--- src/rtl/shot_launcher.sv ---
// Ballistic shot launcher: latches the final charge on leaving CHARGE and steps the projectile once per TICK_LEN cycles.
// Latency: first step TICK_LEN cycles after launch; no backpressure, state/power are ignored until the shot resolves.
module shot_launcher #(
    parameter int TICK_LEN = 64,
    parameter int GRAVITY  = 1,
    parameter int X_MAX    = 639,
    parameter int TARGET_W = 16
) (
    input  logic       clk,
    input  logic       rst,
    input  logic [3:0] state,
    input  logic [7:0] power,
    input  logic [9:0] target_x,
    output logic [9:0] x_pos,
    output logic [10:0] y_pos,
    output logic       flying,
    output logic       done,
    output logic       hit,
    output logic [7:0] shot_power
);
    localparam logic [3:0] CHARGE = 4'b0010;
    localparam int TW = (TICK_LEN > 1) ? $clog2(TICK_LEN) : 1;

    typedef enum logic [1:0] {IDLE, ARMED, FLY, DONE} fsm_t;

    fsm_t               fsm;
    logic [TW-1:0]      tick;
    logic [11:0]        x;
    logic signed [11:0] y;
    logic [4:0]         vx;
    logic signed [7:0]  vy;
    logic [9:0]         tgt;

    logic [11:0]        x_new;
    logic signed [11:0] y_new;
    logic               in_target;
    logic               step;

    always_comb begin
        x_new     = x + {7'd0, vx};
        y_new     = y + {{4{vy[7]}}, vy};
        in_target = ({2'b00, tgt} <= x_new) && (x_new < ({2'b00, tgt} + 12'(TARGET_W)));
        step      = (tick == TW'(TICK_LEN - 1));
    end

    always_ff @(posedge clk) begin
        if (rst) begin
            fsm        <= IDLE;
            tick       <= '0;
            x          <= '0;
            y          <= '0;
            vx         <= '0;
            vy         <= '0;
            tgt        <= '0;
            x_pos      <= '0;
            y_pos      <= '0;
            flying     <= 1'b0;
            done       <= 1'b0;
            hit        <= 1'b0;
            shot_power <= '0;
        end else begin
            done <= 1'b0;
            case (fsm)
                IDLE: begin
                    if (state == CHARGE) fsm <= ARMED;
                end
                ARMED: begin
                    // power is only valid on this exit cycle; the counter clears it one cycle later
                    if (state != CHARGE) begin
                        shot_power <= power;
                        tgt        <= target_x;
                        vx         <= power[7:3];
                        vy         <= $signed({2'b00, power[7:2]});
                        x          <= '0;
                        y          <= '0;
                        tick       <= '0;
                        hit        <= 1'b0;
                        x_pos      <= '0;
                        y_pos      <= '0;
                        if (power == 8'd0) begin
                            fsm  <= DONE;
                            done <= 1'b1;
                        end else begin
                            fsm    <= FLY;
                            flying <= 1'b1;
                        end
                    end
                end
                FLY: begin
                    if (step) begin
                        tick <= '0;
                        if (x_new > 12'(X_MAX)) begin
                            x_pos  <= 10'(X_MAX);
                            y_pos  <= (y_new > 12'sd0) ? y_new[10:0] : 11'd0;
                            hit    <= 1'b0;
                            fsm    <= DONE;
                            done   <= 1'b1;
                            flying <= 1'b0;
                        end else if (y_new <= 12'sd0) begin
                            x_pos  <= x_new[9:0];
                            y_pos  <= '0;
                            hit    <= in_target;
                            fsm    <= DONE;
                            done   <= 1'b1;
                            flying <= 1'b0;
                        end else begin
                            x     <= x_new;
                            y     <= y_new;
                            vy    <= vy - 8'(GRAVITY);
                            x_pos <= x_new[9:0];
                            y_pos <= y_new[10:0];
                        end
                    end else begin
                        tick <= tick + 1'b1;
                    end
                end
                DONE: begin
                    fsm <= IDLE;
                end
                default: fsm <= IDLE;
            endcase
        end
    end
endmodule

--- config.mk ---
export PLATFORM = sky130hd
export DESIGN_NAME = shot_launcher
export DESIGN_NICKNAME = d
export VERILOG_FILES = /design/src/rtl/shot_launcher.sv
export SDC_FILE = /design/constraint.sdc
export NUM_CORES = 1
export LEC_CHECK = 0
export BUFFER_PORTS_ARGS = -buffer_cell sky130_fd_sc_hd__buf_4
export CORE_ASPECT_RATIO = 1.1
export CORE_MARGIN = 2
export CORE_UTILIZATION = 42
export CTS_CLUSTER_DIAMETER = 100
export DETAILED_ROUTE_END_ITERATION = 7
export PLACE_DENSITY = 0.59
export SLEW_MARGIN = 25
export SYNTH_ARGS = -nofsm -noshare
export SYNTH_HDL_FRONTEND = slang
export SYNTH_SLANG_ARGS = --single-unit
--- constraint.sdc ---
create_clock -name clk -period 4.1 [get_ports clk]
set_input_delay 0.41 -clock clk [delete_from_list [all_inputs] [get_ports clk]]
set_output_delay 0.41 -clock clk [all_outputs]
set_load 0.1 [all_outputs]
==> results.cfg <==
[setup_path]
start_kind = flip-flop
cp_data_arrival_time_ns = 4.01
cp_top_family = compound AO/OA/AOI/OAI gates
crit_path_cell_trace = ha_1, fa_1, a211oi_2, o31ai_1, a221oi_2, xnor2_1, or4_1, o21a_1, a21oi_4, a22o_1
endpoint_kind = flip-flop
worstPathRequired_ns = 4.39
critical_path.max_stage_delay_ns = 0.65
path_buf_inv = 0
crit_slowest_cell = or4_1
path_class = flip-flop to flip-flop
worst-path-max-fanout = 17

[floorplanning]
fp-row-count = 41
io_pins = 56
core_um2 = 11300
die_w_um = 106
dieArea_um2 = 12400
start_util = 0.425
die_h_um = 116

[place]
dp_hpwl_mm = 9.35
placed_area_um2 = 5410
gp_congestion = 0.876
portBuffers = 55

[pwr]
intPower_mw = 1.70
p_per_area_nw_per_um2 = 490
ir_drop_v = 0.000305
seq_power_share = 0.334
sw_frac_of_total = 0.391
power_mw = 2.79
share_comb_of_total_power = 0.375
p_leak_nw = 2.54
clockPowerShare = 0.292
p_sw_mw = 1.09

[grt]
grt_max_degree = 42
grt_antenna_before_repair = 0
grt_use_total = 0.209
grt_pass1_vias = 4070
grt-ovfl-total = 0
grt_pass1_wl_mm = 20.4

[synth]
synth.most_common_cell = dfxtp_1
synthTopCellsByCount = dfxtp_1, nand2_1, a21oi_1
yosys-top-cells-area = dfxtp_1, ha_1, a22o_1
synth_seq_cells = 82
syn_nets = 629
synth.avg_cell_area_um2 = 8.60
synth_fa_ha_area_frac = 0.119
async_flop_share = 0
yosysUniqueCellTypes = 63
synth_top_area_frac = 0.340
synth_edf_count = 0
synth-simple-area-share = 0.191
synth_top_family_by_area = compound AO/OA/AOI/OAI gates
yosysTopAreaCell = dfxtp_1
synth_cells = 561
synth_compound_area_frac = 0.259
yosys_warnings = 0
synthFlopType = dfxtp_1
yosysSeqAreaShare = 0.340
synthXorXnorAreaFrac = 0.0381
synth_area_um2 = 4820
muxShareOfSynthArea = 0.00623

[layout]
finish.net_count = 684
antennaDiodeCount = 0
area_growth_pct = 18.3
final_area_um2 = 5710
num-fill-cells = 1065
drive_above_1_share = 0.147

[flow_run]
max-cap-violations = 0

[clock_network]
root_buffer = clkbuf_16
numCtsBuffers = 9
cts_setup_buffers = 0
cts_max_level = 3
cts_num_sinks = 82
post_cts_resized = 0
cts_tree = done
clk_path_buf_depth = 2
clkTransAtPathRegs_ns = 0.06
cts_hold_buf = 0
insertion_delay_ns = 0.34

[drt]
vias = 4282
dr.pass1.iters = 4
ant_nets = 0
drt-wirelength-per-cell_um = 16.1
vias_per_cell = 5.57
wirelength_mm = 12.3
drc = 0
drt_iter0_markers = 151

[timing]
finalSetupViolCount = 0
finalCritPeriodShare = 0.907
worstMarginPinSlew_ns = 0.740
fmax_mhz = 269
period_minus_slack_ns = 3.72
rsz0062_at_grt = false
finalHoldViolations = 0
fin_skew_ns = 0.00464
final_max_slew_viol_count = 0
setup_tns_ns = 0
max_slew_margin = 0.505

[outcome]
status = complete, no violations

[hold_path]
hp-class = primary input to flip-flop
area by class of cell:
cell class / count / area [um2] / area share
clock buffers: 11 / 253 / 0.0443
clock inverters: 3 / 40.0 / 0.00702
inverters: 30 / 113 / 0.0197
multi-input cells: 425 / 2960 / 0.519
flip-flops and latches: 82 / 1640 / 0.288
well taps: 150 / 188 / 0.0329
repair buffers: 68 / 510 / 0.0895
placed cells by master (no fill, tap or decap), types with 3 or more instances in the layout:
| cell | instances |
|---|---|
| dfxtp_1 | 82 |
| nand2_1 | 72 |
| buf_4 | 68 |
| a21oi_1 | 43 |
| ha_1 | 42 |
| a22o_1 | 32 |
| inv_1 | 30 |
| nor2_1 | 22 |
| o21ai_0 | 19 |
| nand3_1 | 16 |
| xor2_1 | 15 |
| o21a_1 | 12 |
| nor3_1 | 10 |
| and3_1 | 9 |
| clkbuf_16 | 9 |
| and2_1 | 8 |
| a21o_1 | 8 |
| or3_1 | 8 |
| nor2b_1 | 7 |
| nand4_1 | 6 |
| xnor2_1 | 6 |
| or4_1 | 6 |
| a31oi_1 | 6 |
| o211ai_1 | 6 |
| nand4b_1 | 4 |
| o2111ai_1 | 4 |
| nor4_1 | 4 |
| a32o_1 | 4 |
| o31ai_1 | 4 |
| and4_1 | 3 |
| a211oi_1 | 3 |
| nand2b_1 | 3 |
| a221oi_1 | 3 |
| mux2i_1 | 3 |
| o211a_1 | 3 |
metrics by stage:
step / util / setup slack [ns] / cells / hold WS [ns]
final: 0.503 / 0.380 / 769 / 0.313
after global routing: 0.503 / 0.135 / 769 / 0.317
after CTS: 0.503 / 0.351 / 769 / 0.306
after detailed placement: 0.477 / 0.403 / 755 / 0.436
after global placement: 0.477 / 0.457 / 755 / 0.427
after floorplan: - / 0.257 / 561 / 0.448
routing by layer:
metal	GRT usage	vias to the layer above	routed length, um
li1	-	2182	-
met1	0.286	2017	6100
met2	0.335	71	5640
met3	0.0363	12	437
met4	0.0702	0	167
met5	0	-	0
sequential cells by signal, indices dropped and copies added, names as in the netlist, 2 cells and up:
register and count:
fsm 2, shot_power 7, tgt 10, tick 6
vy 8, x 12, x_pos 10, y 12
y_pos 11
final timing paths:
path	start	end	slack, ns	cells after the start
hold reg to reg	x_pos[0]	x_pos[0]	0.44	2
hold / removal	target_x[2]	tgt[2]	0.31	3
setup / recovery	vy[0]	x[0]	0.38	10
setup reg to reg	vy[0]	x[0]	0.38	10
power by group through the flow:
stage,combinational (mW),clock (mW),sequential [mW]
finish,1.05,0.814,0.932
global route,1.16,0.862,0.942
CTS,1.05,0.838,0.932
detailed placement,1.05,0,0.949
global placement,1.03,0,0.946
floorplan,0.684,0,1.07
cell families (layout without fill, tap and decap cells):
family / Yosys count / after routing
flops: 82 / 82
buf+inv: 54 / 112
mux: 3 / 3
xor+xnor: 21 / 21
simple gates: 184 / 184
compound gates: 172 / 172
fa+ha+maj: 45 / 45
tightest hold or removal path: stages:
cell     delay (ns)
buf_4          0.11
nand2_1        0.04
a21oi_1        0.05
No activity file was read; power rests on OpenSTA's default activity.
